$ cat config.mk
export PLATFORM = sky130hd
export DESIGN_NAME = fetch_stage
export DESIGN_NICKNAME = d
export VERILOG_FILES = /design/src/rtl/fetch_stage.sv
export SDC_FILE = /design/constraint.sdc
export NUM_CORES = 1
export LEC_CHECK = 0
export CORE_ASPECT_RATIO = 0.7
export CORE_MARGIN = 2
export CORE_UTILIZATION = 49
export DETAILED_ROUTE_END_ITERATION = 8
export PLACE_DENSITY = 0.78
export SLEW_MARGIN = 10
export SYNTH_ARGS = -nofsm -noshare
export SYNTH_HDL_FRONTEND = slang
export SYNTH_SLANG_ARGS = --single-unit
$ cat constraint.sdc
create_clock -name clk -period 2.5 [get_ports clk]
set_clock_uncertainty 0.15 [all_clocks]
set_input_delay 0.5 -clock clk [delete_from_list [all_inputs] [get_ports clk]]
set_output_delay 0.5 -clock clk [all_outputs]
set_load 0.1 [all_outputs]
$ cat src/rtl/fetch_stage.sv
// MIPS instruction-fetch stage: owns the PC, talks to instruction memory over a
// req/valid handshake, absorbs stalls with a one-entry skid buffer and feeds IF/ID.
module fetch_stage #(
    parameter logic [31:0] PC_RESET = 32'h0000_0000,
    parameter int unsigned DATA_W   = 32
) (
    input  logic              clk,
    input  logic              arst_n,
    input  logic              stall_if,
    input  logic              jump,
    input  logic              branch_taken,
    input  logic [DATA_W-1:0] branch_target,
    output logic              imem_req,
    output logic [DATA_W-1:0] imem_addr,
    input  logic              imem_valid,
    input  logic [DATA_W-1:0] imem_rdata,
    output logic [DATA_W-1:0] if_id_instr,
    output logic [DATA_W-1:0] if_id_pc_plus4,
    output logic              if_id_valid,
    output logic [5:0]        opcode
);

    typedef enum logic [1:0] {
        S_IDLE     = 2'd0,
        S_WAIT     = 2'd1,
        S_BUFFERED = 2'd2,
        S_DISCARD  = 2'd3
    } state_t;

    // J-type target: upper PC nibble of the delay slot, 26-bit index, word aligned.
    function automatic logic [DATA_W-1:0] jump_target(input logic [DATA_W-1:0] pc4,
                                                      input logic [DATA_W-1:0] instr);
        jump_target = {pc4[31:28], instr[25:0], 2'b00};
    endfunction

    state_t            r_state;
    state_t            w_state_nxt;
    logic [DATA_W-1:0] r_pc;
    logic [DATA_W-1:0] w_pc_nxt;
    logic [DATA_W-1:0] r_redir_pc;
    logic [DATA_W-1:0] w_redir_pc_nxt;
    logic              r_req;
    logic              w_req_nxt;
    logic [DATA_W-1:0] r_instr;
    logic [DATA_W-1:0] w_instr_nxt;
    logic [DATA_W-1:0] r_pc4;
    logic [DATA_W-1:0] w_pc4_nxt;
    logic              r_valid;
    logic              w_valid_nxt;
    logic [DATA_W-1:0] r_skid_instr;
    logic [DATA_W-1:0] w_skid_instr_nxt;
    logic [DATA_W-1:0] r_skid_pc4;
    logic [DATA_W-1:0] w_skid_pc4_nxt;
    logic              r_skid_valid;
    logic              w_skid_valid_nxt;

    logic              w_complete;
    logic              w_redirect;
    logic [DATA_W-1:0] w_target;
    logic [DATA_W-1:0] w_pc_plus4;

    // A branch outranks the stall; a jump only counts once the stall has cleared.
    assign w_complete = r_req & imem_valid;
    assign w_redirect = branch_taken | (jump & ~stall_if);
    assign w_target   = branch_taken ? branch_target : jump_target(r_pc4, r_instr);
    assign w_pc_plus4 = r_pc + 32'd4;
    assign w_req_nxt  = (w_state_nxt == S_WAIT) || (w_state_nxt == S_DISCARD);

    // Next-state, PC, skid buffer and IF/ID update.
    always_comb begin
        w_state_nxt      = r_state;
        w_pc_nxt         = r_pc;
        w_redir_pc_nxt   = r_redir_pc;
        w_instr_nxt      = r_instr;
        w_pc4_nxt        = r_pc4;
        w_valid_nxt      = r_valid;
        w_skid_instr_nxt = r_skid_instr;
        w_skid_pc4_nxt   = r_skid_pc4;
        w_skid_valid_nxt = r_skid_valid;
        case (r_state)
            S_IDLE: begin
                w_state_nxt = S_WAIT;
                if (w_redirect) begin
                    w_pc_nxt = w_target;
                end else begin
                    w_pc_nxt = r_pc;
                end
            end
            S_WAIT: begin
                if (w_redirect) begin
                    if (w_complete) begin
                        w_pc_nxt = w_target;
                    end else begin
                        w_redir_pc_nxt = w_target;
                        w_state_nxt    = S_DISCARD;
                    end
                end else if (w_complete) begin
                    if (stall_if) begin
                        w_skid_instr_nxt = imem_rdata;
                        w_skid_pc4_nxt   = w_pc_plus4;
                        w_skid_valid_nxt = 1'b1;
                        w_state_nxt      = S_BUFFERED;
                    end else begin
                        w_instr_nxt = imem_rdata;
                        w_pc4_nxt   = w_pc_plus4;
                        w_valid_nxt = 1'b1;
                        w_pc_nxt    = w_pc_plus4;
                    end
                end else begin
                    w_state_nxt = S_WAIT;
                end
            end
            S_BUFFERED: begin
                if (w_redirect) begin
                    w_pc_nxt    = w_target;
                    w_state_nxt = S_WAIT;
                end else if (!stall_if) begin
                    w_instr_nxt      = r_skid_instr;
                    w_pc4_nxt        = r_skid_pc4;
                    w_valid_nxt      = r_skid_valid;
                    w_skid_valid_nxt = 1'b0;
                    w_pc_nxt         = w_pc_plus4;
                    w_state_nxt      = S_WAIT;
                end else begin
                    w_state_nxt = S_BUFFERED;
                end
            end
            S_DISCARD: begin
                // The stale response must still be consumed before refetching.
                if (w_complete) begin
                    w_pc_nxt    = w_redirect ? w_target : r_redir_pc;
                    w_state_nxt = S_WAIT;
                end else if (w_redirect) begin
                    w_redir_pc_nxt = w_target;
                end else begin
                    w_state_nxt = S_DISCARD;
                end
            end
            default: begin
                w_state_nxt = S_IDLE;
            end
        endcase
        if (w_redirect) begin
            w_instr_nxt      = '0;
            w_valid_nxt      = 1'b0;
            w_skid_valid_nxt = 1'b0;
        end else begin
            w_valid_nxt = w_valid_nxt;
        end
    end

    // State, PC, skid and IF/ID registers.
    always_ff @(posedge clk or negedge arst_n) begin
        if (!arst_n) begin
            r_state      <= S_IDLE;
            r_pc         <= PC_RESET;
            r_redir_pc   <= '0;
            r_req        <= 1'b0;
            r_instr      <= '0;
            r_pc4        <= '0;
            r_valid      <= 1'b0;
            r_skid_instr <= '0;
            r_skid_pc4   <= '0;
            r_skid_valid <= 1'b0;
        end else begin
            r_state      <= w_state_nxt;
            r_pc         <= w_pc_nxt;
            r_redir_pc   <= w_redir_pc_nxt;
            r_req        <= w_req_nxt;
            r_instr      <= w_instr_nxt;
            r_pc4        <= w_pc4_nxt;
            r_valid      <= w_valid_nxt;
            r_skid_instr <= w_skid_instr_nxt;
            r_skid_pc4   <= w_skid_pc4_nxt;
            r_skid_valid <= w_skid_valid_nxt;
        end
    end

    assign imem_req       = r_req;
    assign imem_addr      = r_pc;
    assign if_id_instr    = r_instr;
    assign if_id_pc_plus4 = r_pc4;
    assign if_id_valid    = r_valid;
    assign opcode         = r_instr[31:26];

endmodule

==> results.md <==
- DRT Pass-1 Iters: 5
- Pwr Total: 20600 uW
- Sequential power share: 0.282
- Peak VDD IR: 1370 uV
- Placed Instances: 1504
- Comb power frac: 0.578
- Routing usage on met1: 0.413
- Routed WL: 30.4 mm
- CP bufs+invs: 1
- Max-cap viol count: 0
- Setup slack, reg-to-reg: 0.06 ns
- Crit path from: imem_addr[3]$_DFFE_PN0P_
- Area of the core: 0.0205 mm^2
- CTS max path bufs: 2
- Post-synthesis register bit count: 196
- Fmax: 410 MHz
- Slew @ Worst Pin: 0.587 ns
- P_leak: 0.00589 uW
- TritonCTS Sinks: 196
- Data required, critical path: 2.67 ns
- Final Non-Filler Cells: 1539
- Largest net degree at the start of global routing: 66
- CTS tree: built
- Synth Warn #: 0
- Critical Path Fanout Max: 7
- Max stage delay on crit path: 0.71 ns
- Final Setup Violations: 0
- Worst-Skew Late Latency: 0.45 ns
- Crit path max-delay family: simple AND/OR/NAND/NOR gates
- Synthesized netlist net count: 1121
- Slowest cell on crit path: or4_1
- Setup TNS: 0 ns
- Status: completed
- Clock power frac: 0.140
- Met2 Use GR: 0.437
- Diode count: 0
- Final Cycle Share: 0.976
- Root Driver: clkbuf_16
- Grt total ovfl: 0
- Arrival time worst endpoint: 2.61 ns
- Crit path time final: 2.44 ns
- Vias in the first global route: 8830
- Final slew viol count: 0
- Cell count of the worst reg-to-reg path: 7
- RSZ-0062 raised after global routing: yes
- Initial antenna violation count: 0
- CP Capture Type: flop
- Layer carrying the most global-route usage: met2
- Pint: 9580 uW
- Initial cell density of the core: 0.495
- PortBufs: 173
- Initial drt markers: 1083
- CP Cell Sequence: ha_4, nand3_2, or4_1, nor4_1, buf_4, or4_1, o21ai_1
- Worst Hold Class: reg -> reg
- Worst slack, placed: -0.185 ns
- All-Layer GR Usage: 0.283
- Kind of critical path: reg -> reg
- Row cnt: 44
- Routed wire per std cell: 19.7 um
- Syn Inst Count: 1045
- Switching part of the total power: 0.534
- Max H-tree Level: 4
- Commonest non-fill, non-tap cell in the layout: buf_4
- Area of the multi-input gates: 0.00493 mm^2
- Pwr/cell area: 1550 mW/mm^2
- Die Wd: 176 um
- Die area: 0.0219 mm^2
- Post-DRT Antenna Nets: 0
- Fin area: 0.0133 mm^2
- Ys async rst share: 1.00
- Ports: 174
- CTS Buf Count: 17
- Worst setup margin: 0.0595 ns
- Post-Syn Area: 0.0102 mm^2
- RD Place Congestion: 0.859
- Most Frequent Cell on Critical Path: or4_1
- Cell Area, Placed: 0.0126 mm^2
- Layout cell share with drive strength beyond 1: 0.268
- Fillers: 1646
- EDFF count, synth: 0
- Chip Height: 124 um
- DRC: 0
- CP Launch Type: flop
- Met3 usage: 0.0592
- Vias/cell: 5.92
- Top_reg_cell synth: dfrtp_1
- Distinct cells, synth: 61
- Critical R2R Launch: imem_addr[3]$_DFFE_PN0P_
- Net Sw Power: 11000 uW
- Worst R2R End: imem_addr[26]$_DFFE_PN0P_
- Sequential element share of the synthesized area: 0.483
- Worst setup endpoint: imem_addr[26]$_DFFE_PN0P_
- Syn-to-layout area delta: 30.8%
- Most frequent cells in the layout: buf_4, nand2_1, dfrtp_1, o21ai_0, mux2i_1
- Vias: 9117
- Worst slew margin: 0.609
- Syn_area_per_cell: 9.72 um^2
- First-pass GRT wire length: 48.5 mm
- Sequential cell area: 0.00496 mm^2
- Final nets: 1326
- Final hold viol count: 0
- Critical path depth: 7
- Final HPWL DP: 21.9 mm
- Clock-pin slew on the worst setup and hold paths: 0.07 ns
-- area by class of cell --
class,instances,area share
Clock inverter,14,0.0126
Multi-Input combinational cell,750,0.371
Timing Repair Buffer,275,0.181
Sequential cell,196,0.374
Tap cell,276,0.0260
Inverter,10,0.00292
Clock buffer,18,0.0331
-- timing repair --
action | in CTS | in global routing
endpoints found under the setup margin | 0 | 13
hold buffers | 1 | 0
setup buffers | 0 | 2
gates resized for setup | 0 | 2
hold endpoints to repair | 62 | 0
-- cells in the mapped netlist (4+ instances only) --
cell,number,share of area
clkbuf_1,58,0.021
o221ai_1,11,0.0095
nand3_1,24,0.012
ha_1,6,0.0074
a21o_1,4,0.0030
o211ai_1,17,0.013
buf_2,10,0.0049
and3_1,5,0.0031
o311ai_0,5,0.0043
o31ai_1,40,0.030
nor4_1,7,0.0043
o21ai_0,103,0.051
o21a_1,16,0.012
xor2_1,15,0.013
buf_4,8,0.0059
a31oi_1,10,0.0062
inv_1,6,0.0022
xnor2_1,9,0.0078
buf_1,13,0.0048
mux2i_1,75,0.074
a21oi_1,36,0.018
o22ai_1,4,0.0025
nand4_1,11,0.0068
nor2_1,38,0.014
nor3_1,18,0.0089
a211oi_1,7,0.0052
mux2_2,51,0.057
nor2b_1,4,0.0025
dfrtp_1,196,0.48
nand2_1,182,0.067
-- worst min path at each step --
stage / start / to / slack (ns) / depth (start not counted)
final: r_redir_pc[20]$_DFFE_PN0P_ / r_redir_pc[20]$_DFFE_PN0P_ / 0.33 / 2
after global routing: r_redir_pc[2]$_DFFE_PN0P_ / r_redir_pc[2]$_DFFE_PN0P_ / 0.35 / 2
after detailed placement: r_skid_pc4[30]$_DFFE_PN0P_ / r_skid_pc4[30]$_DFFE_PN0P_ / 0.31 / 2
after floorplan: arst_n / if_id_instr[0]$_DFFE_PN0P_ / 0.05 / 0
after global placement: r_redir_pc[11]$_DFFE_PN0P_ / r_redir_pc[11]$_DFFE_PN0P_ / 0.31 / 2
after CTS: r_skid_pc4[30]$_DFFE_PN0P_ / r_skid_pc4[30]$_DFFE_PN0P_ / 0.33 / 2
-- through the flow --
| stage | utilization | hold slack [ns] |
|---|---|---|
| after global placement | 0.616 | 0.308 |
| after global routing | 0.647 | 0.351 |
| final | 0.647 | 0.331 |
| after CTS | 0.646 | 0.332 |
| after detailed placement | 0.616 | 0.314 |
| after floorplan | - | 0.0544 |
-- power groups by stage --
stage	Combinational (uW)	Clock [uW]	Sequential, uW
floorplan	4310	0	9860
detailed placement	11800	0	5810
global placement	11600	0	5750
CTS	11800	2920	5760
global route	12500	3050	5960
finish	11900	2880	5790
-- registers in the layout (all words and copies together) (netlist names) --
register / cells
if_id_instr: 32
if_id_valid: 1
r_skid_pc4: 32
imem_addr: 32
r_skid_instr: 32
r_state: 2
r_redir_pc: 32
if_id_pc_plus4: 32
r_skid_valid: 1
-- routing by layer --
| layer | part of all wire | up-vias |
|---|---|---|
| met2 | 0.46 | 401 |
| met4 | 0.012 | 0 |
| met3 | 0.080 | 30 |
| met5 | 0 | - |
| li1 | - | 4179 |
| met1 | 0.44 | 4507 |
-- kinds of logic (layout without fill, tap and decap cells) --
group	count (synthesis)	after routing	share of synthesized area
adder cells (fa/ha/maj)	6	6	0.00739
AO/OA/AOI/OAI	286	286	0.181
flip-flops	196	196	0.483
buffers and inverters	99	317	0.0408
XOR/XNOR	24	24	0.0207
AND/OR/NAND/NOR	308	308	0.136
multiplexers	126	126	0.130
-- worst reg2reg max path, cell delays in order, from the launching register on --
cell and delay [ns]:
dfrtp_4 0.47, ha_4 0.19, nand3_2 0.09, or4_1 0.72, nor4_1 0.37, buf_4 0.18, or4_1 0.10, o21ai_1 0.06
Note: power is estimated with default switching activity, not from simulation.
